## src/rtl/stopwatch_scan_display.sv

```systemverilog
// MM:SS stopwatch driven by a sampled 1 Hz strobe, scanned onto a common-anode 4-digit display.
// Define STOPWATCH_LAP_EN to add the lap-freeze snapshot on btn_lap.
module stopwatch_scan_display #(
    parameter int MIN_LIMIT = 59
) (
    input  logic       clk,
    input  logic       rst_n,
    input  logic       clk_1hz,
    input  logic [1:0] clk_ctl,
    input  logic       btn_start_stop,
    input  logic       btn_clear,
    input  logic       btn_lap,
    output logic [3:0] ssd_ctl,
    output logic [7:0] segs,
    output logic       running
);

`ifdef STOPWATCH_LAP_EN
    localparam int NSYNC = 4;
`else
    localparam int NSYNC = 3;
`endif

    localparam logic [3:0] LIM_M1 = 4'(MIN_LIMIT / 10);
    localparam logic [3:0] LIM_M0 = 4'(MIN_LIMIT % 10);

    typedef enum logic [1:0] {IDLE, RUN, PAUSE} state_t;

    logic [NSYNC-1:0] raw_in;
    logic [NSYNC-1:0] pulse;
    logic             tick, start_p, clear_p;

`ifdef STOPWATCH_LAP_EN
    assign raw_in = {btn_lap, btn_clear, btn_start_stop, clk_1hz};
`else
    assign raw_in = {btn_clear, btn_start_stop, clk_1hz};
`endif

    // Two sync flops, a delay flop for edge detection, then a registered rising-edge pulse.
    for (genvar gi = 0; gi < NSYNC; gi++) begin : g_sync
        logic meta_q, sync_q, prev_q, pulse_q;
        always_ff @(posedge clk or negedge rst_n) begin
            if (!rst_n) begin
                meta_q  <= 1'b0;
                sync_q  <= 1'b0;
                prev_q  <= 1'b0;
                pulse_q <= 1'b0;
            end else begin
                meta_q  <= raw_in[gi];
                sync_q  <= meta_q;
                prev_q  <= sync_q;
                pulse_q <= sync_q & ~prev_q;
            end
        end
        assign pulse[gi] = pulse_q;
    end

    assign tick    = pulse[0];
    assign start_p = pulse[1];
    assign clear_p = pulse[2];

    state_t state_q;
    logic   running_q;

    always_ff @(posedge clk or negedge rst_n) begin
        if (!rst_n) begin
            state_q   <= IDLE;
            running_q <= 1'b0;
        end else if (clear_p) begin
            state_q   <= IDLE;
            running_q <= 1'b0;
        end else if (start_p) begin
            case (state_q)
                RUN: begin
                    state_q   <= PAUSE;
                    running_q <= 1'b0;
                end
                IDLE, PAUSE: begin
                    state_q   <= RUN;
                    running_q <= 1'b1;
                end
                default: begin
                    state_q   <= IDLE;
                    running_q <= 1'b0;
                end
            endcase
        end
    end

    // Packed BCD time: {m1, m0, s1, s0}.
    logic [15:0] time_q, time_d, time_inc;

    always_comb begin
        time_inc = time_q;
        if (time_q[3:0] != 4'd9) begin
            time_inc[3:0] = time_q[3:0] + 4'd1;
        end else begin
            time_inc[3:0] = 4'd0;
            if (time_q[7:4] != 4'd5) begin
                time_inc[7:4] = time_q[7:4] + 4'd1;
            end else begin
                time_inc[7:4] = 4'd0;
                if (time_q[15:8] == {LIM_M1, LIM_M0}) begin
                    time_inc[15:8] = 8'd0;
                end else if (time_q[11:8] != 4'd9) begin
                    time_inc[11:8] = time_q[11:8] + 4'd1;
                end else begin
                    time_inc[11:8]  = 4'd0;
                    time_inc[15:12] = time_q[15:12] + 4'd1;
                end
            end
        end
    end

    // The tick is judged against the pre-transition state, so RUN->PAUSE still counts it.
    always_comb begin
        time_d = time_q;
        if (clear_p) begin
            time_d = 16'd0;
        end else if (tick && state_q == RUN) begin
            time_d = time_inc;
        end
    end

    always_ff @(posedge clk or negedge rst_n) begin
        if (!rst_n) begin
            time_q <= 16'd0;
        end else begin
            time_q <= time_d;
        end
    end

    logic [15:0] disp_time;

`ifdef STOPWATCH_LAP_EN
    logic        lap_p;
    logic        frozen_q;
    logic [15:0] snap_q;

    assign lap_p = pulse[3];

    always_ff @(posedge clk or negedge rst_n) begin
        if (!rst_n) begin
            frozen_q <= 1'b0;
            snap_q   <= 16'd0;
        end else if (clear_p) begin
            frozen_q <= 1'b0;
        end else if (lap_p && state_q == RUN) begin
            frozen_q <= ~frozen_q;
            if (!frozen_q) begin
                snap_q <= time_q;
            end
        end
    end

    assign disp_time = frozen_q ? snap_q : time_q;
`else
    logic unused_lap;
    assign unused_lap = btn_lap;
    assign disp_time  = time_q;
`endif

    function automatic logic [6:0] seg7(input logic [3:0] d);
        case (d)
            4'd0:    seg7 = 7'b0000001;
            4'd1:    seg7 = 7'b1001111;
            4'd2:    seg7 = 7'b0010010;
            4'd3:    seg7 = 7'b0000110;
            4'd4:    seg7 = 7'b1001100;
            4'd5:    seg7 = 7'b0100100;
            4'd6:    seg7 = 7'b0100000;
            4'd7:    seg7 = 7'b0001111;
            4'd8:    seg7 = 7'b0000000;
            4'd9:    seg7 = 7'b0000100;
            default: seg7 = 7'b1111111;
        endcase
    endfunction

    logic [3:0] digit_sel;

    always_comb begin
        case (clk_ctl)
            2'b00:   digit_sel = disp_time[3:0];
            2'b01:   digit_sel = disp_time[7:4];
            2'b10:   digit_sel = disp_time[11:8];
            default: digit_sel = disp_time[15:12];
        endcase
    end

    logic [3:0] ssd_ctl_q;
    logic [7:0] segs_q;

    // dp (active low) doubles as the colon beside the minutes-ones digit.
    always_ff @(posedge clk or negedge rst_n) begin
        if (!rst_n) begin
            ssd_ctl_q <= 4'b1111;
            segs_q    <= 8'hFF;
        end else begin
            ssd_ctl_q <= ~(4'b0001 << clk_ctl);
            segs_q    <= {seg7(digit_sel), clk_ctl != 2'b10};
        end
    end

    assign ssd_ctl = ssd_ctl_q;
    assign segs    = segs_q;
    assign running = running_q;

endmodule
```

## config.mk

```make
export PLATFORM = sky130hd
export DESIGN_NAME = stopwatch_scan_display
export DESIGN_NICKNAME = d
export VERILOG_FILES = /design/src/rtl/stopwatch_scan_display.sv
export SDC_FILE = /design/constraint.sdc
export NUM_CORES = 1
export LEC_CHECK = 0
export ABC_AREA = 1
export CORE_MARGIN = 1.5
export CORE_UTILIZATION = 45
export CTS_BUF_LIST = sky130_fd_sc_hd__clkbuf_2 sky130_fd_sc_hd__clkbuf_4 sky130_fd_sc_hd__clkbuf_8
export DETAILED_ROUTE_END_ITERATION = 8
export GPL_ROUTABILITY_DRIVEN = 0
export GPL_TIMING_DRIVEN = 0
export PLACE_DENSITY = 0.65
export SLEW_MARGIN = 40
export SYNTH_ARGS = -nofsm -noshare
export SYNTH_HDL_FRONTEND = slang
export SYNTH_SLANG_ARGS = --single-unit
```

## constraint.sdc

```tcl
create_clock -name clk -period 1.67 [get_ports clk]
set_clock_uncertainty 0.05 [all_clocks]
set_input_delay 0.334 -clock clk [delete_from_list [all_inputs] [get_ports clk]]
set_output_delay 0.334 -clock clk [all_outputs]
set_load 0.05 [all_outputs]
```

==> results_dict.tcl <==
set metrics [dict create \
    cts_tree "built" \
    cts.htree.levels 2 \
    place_area_um2 2360 \
    synthCells 219 \
    netlist_area_um2 2130 \
    cts_root_buf "clkbuf_8" \
    clk_pin_slew_worst_paths_ns 0.08 \
    die_x_um 71.8 \
    critPathBufInv 1 \
    n_antenna_cell 0 \
    crit_slowest_cell "clkdlybuf4s15_1" \
    grt_use_total 0.153 \
    portBuffers 17 \
    synth_cell_types 31 \
    initial_core_util 0.479 \
    post-route-util 0.564 \
    top_layer "met4" \
    worst_slew_pin_slew_ns 0.497 \
    post-route-min-period_ns 1.62 \
    via_count 1451 \
    path_cells "clkdlybuf4s15_1" \
    clock_path_buffers 2 \
    seq_area_um2 1040 \
    routedWlPerCell_um 11.5 \
    hold_viol_final 0 \
    worstPathRequired_ns 1.29 \
    critPathLaunchType "register" \
    min_path_type "input port to register" \
    ys_ff_latch 41 \
    ios 21 \
    fin_crit_sh 0.969 \
    critPathArrivalTime_ns 1.23 \
    clkSinkCount 41 \
    rsz0062_at_grt "no" \
    syn_avg_cell_area_um2 9.73 \
    drtAntennaViolNets 0 \
    multi_input_area_um2 956 \
    drt-initial-drc-count 74 \
    max-cap-violations 0 \
    syn-num-nets 240 \
    routedLengthMet1_mm 1.62 \
    finalInstanceArea_um2 2510 \
    fp.dieH_um 71.8 \
    crit_family "buffers and inverters" \
    nets 265 \
    max-vdd-ir-drop_mv 0.488 \
    crit_path_max_incr_delay_ns 0.52 \
    totalWireLength_mm 3.42 \
    grt_pass1_wl_mm 6.15 \
    cts_made_buffers 5 \
    max_slew_margin 0.669 \
    antenna_found_initial 0 \
    fin_ws_ns 0.0525 \
    setup_violations 0 \
    crit_path_end_kind "primary output" \
    clock_latency_ns 0.30 \
    route.detailed.drc 0 \
    dr_wl_met3_um 106 \
    drive_gt1_frac 0.290 \
    viasPerCell 4.89 \
    p_per_area_nw_per_um2 1220 \
    firstDrtPassIters 6 \
    worstPathMaxFanout 4 \
    status "complete, no violations" \
    cts_setup_buffers 0 \
    die_area_um2 5160 \
    core_um2 4440 \
    ff2ff_setup_slack_ns 0.11 \
    grt_max_degree 42 \
    fmax_ghz 0.618 \
    synth-seq-area-share 0.488 \
    nFillCells 383 \
    power_mw 3.05 \
    rows 24 \
    grt_overflow 0 \
    drv_slew 0 \
    wl_met2_mm 1.66 \
    synth_warnings 0 \
    grt_pass1_vias 1405 \
    leakagePower_nw 1.25 \
    crit_type "register to primary output" \
    areaGrowthSynthToFinish_pct 17.7 \
    pre_cts_ws_ns -0.0998 \
    post-dp-hpwl_mm 2.51 \
]
[cell usage in the layout (no fill, tap or decap), types with 5 or more instances in the layout]
cell type	Yosys	layout
nor2_1	16	16
clkbuf_8	0	6
o21ai_0	5	5
ha_1	13	13
nand3_1	21	21
nand2_1	43	42
inv_1	18	17
dfstp_2	11	11
clkdlybuf4s15_2	0	11
nand2_4	5	5
nand3_2	5	5
dfrtp_1	30	30
xor2_1	6	6
nand2_2	5	6
inv_2	6	7
[timing repair]
| action | in CTS | in global routing |
|---|---|---|
| resized for setup | 36 | 3 |
| setup endpoints to repair | 13 | 9 |
| endpoints found under the hold margin | 30 | 0 |
| hold buffers | 1 | 0 |
| pin swaps | 0 | 0 |
[synth_stat cells (all sizes together)]
cell,n,area [um^2]
o21bai,1,18.8
nor2,22,126
dfstp,11,289
o21a,1,7.51
or2,1,6.26
nand3b,4,30.0
nor3,3,15.0
mux2i,1,10.0
dfrtp,30,751
a21oi,5,36.3
nand3,27,173
nand2,53,249
xor2,6,52.6
o21ai,10,53.8
buf,4,41.3
o22ai,2,12.5
ha,13,163
inv,25,96.3
[worst paths after layout]
check,startpoint,to,depth (start not counted)
max,state_q[0]$_DFFE_PN0P_,running,1
min,clk_ctl[1],segs[0]$_DFF_PN1_,2
max reg2reg,disp_time[4]$_DFFE_PN0P_,segs[2]$_DFF_PN1_,8
min reg2reg,g_sync[2].meta_q$_DFF_PN0_,g_sync[2].sync_q$_DFF_PN0_,0
max in group asynchronous,rst_n,ssd_ctl[3]$_DFF_PN1_,2
min in group asynchronous,rst_n,disp_time[13]$_DFFE_PN0P_,2
[registers in the layout (all words and copies together) (netlist names)]
register,count
disp_time,16
g_sync.sync_q,3
ssd_ctl,3
clear_p,1
g_sync.prev_q,3
state_q,2
g_sync.pulse_q,2
segs,8
g_sync.meta_q,3
[logic make-up (layout without fill, tap and decap cells)]
| group | count (synthesis) | in the layout | synth area share |
|---|---|---|---|
| adders and majority gates | 13 | 13 | 0.0763 |
| and+or+nand+nor | 110 | 110 | 0.281 |
| muxes | 1 | 1 | 0.00470 |
| buffers and inverters | 29 | 55 | 0.0646 |
| DFF | 41 | 41 | 0.488 |
| xor gates and xnor gates | 6 | 6 | 0.0247 |
| AOI/OAI and AO/OA | 19 | 19 | 0.0605 |
[through the flow]
stage          TNS [ns]  hold slack [ns]  instances
5_1_grt               0            0.176        297
3_3_place_gp     -28.55            0.285        288
6_report              0            0.178        297
3_5_place_dp     -0.112            0.286        288
4_1_cts               0            0.170        297
2_1_floorplan         0          -0.0116        219
[per-layer routing]
layer	vias to the layer above	track usage
met1	675	0.190
li1	748	-
met5	-	0
met2	24	0.251
met4	0	0.0587
met3	4	0.0464
[power by group]
group	total, mW	switching, mW	internal (mW)	leakage, nW
combinational	0.904	0.597	0.308	0.689
sequential	1.31	0.119	1.20	0.500
clock	0.835	0.349	0.486	0.0574
[area by class of cell]
type | instances | area share
flip-flops and latches | 41 | 0.415
multi-input cells | 149 | 0.381
repair buffers | 18 | 0.0753
inverters | 25 | 0.0384
clock buffers | 6 | 0.0329
well taps | 52 | 0.0259
plain buffers | 4 | 0.0165
clock inverters | 2 | 0.0150
No activity file was read; power rests on OpenSTA's default activity.
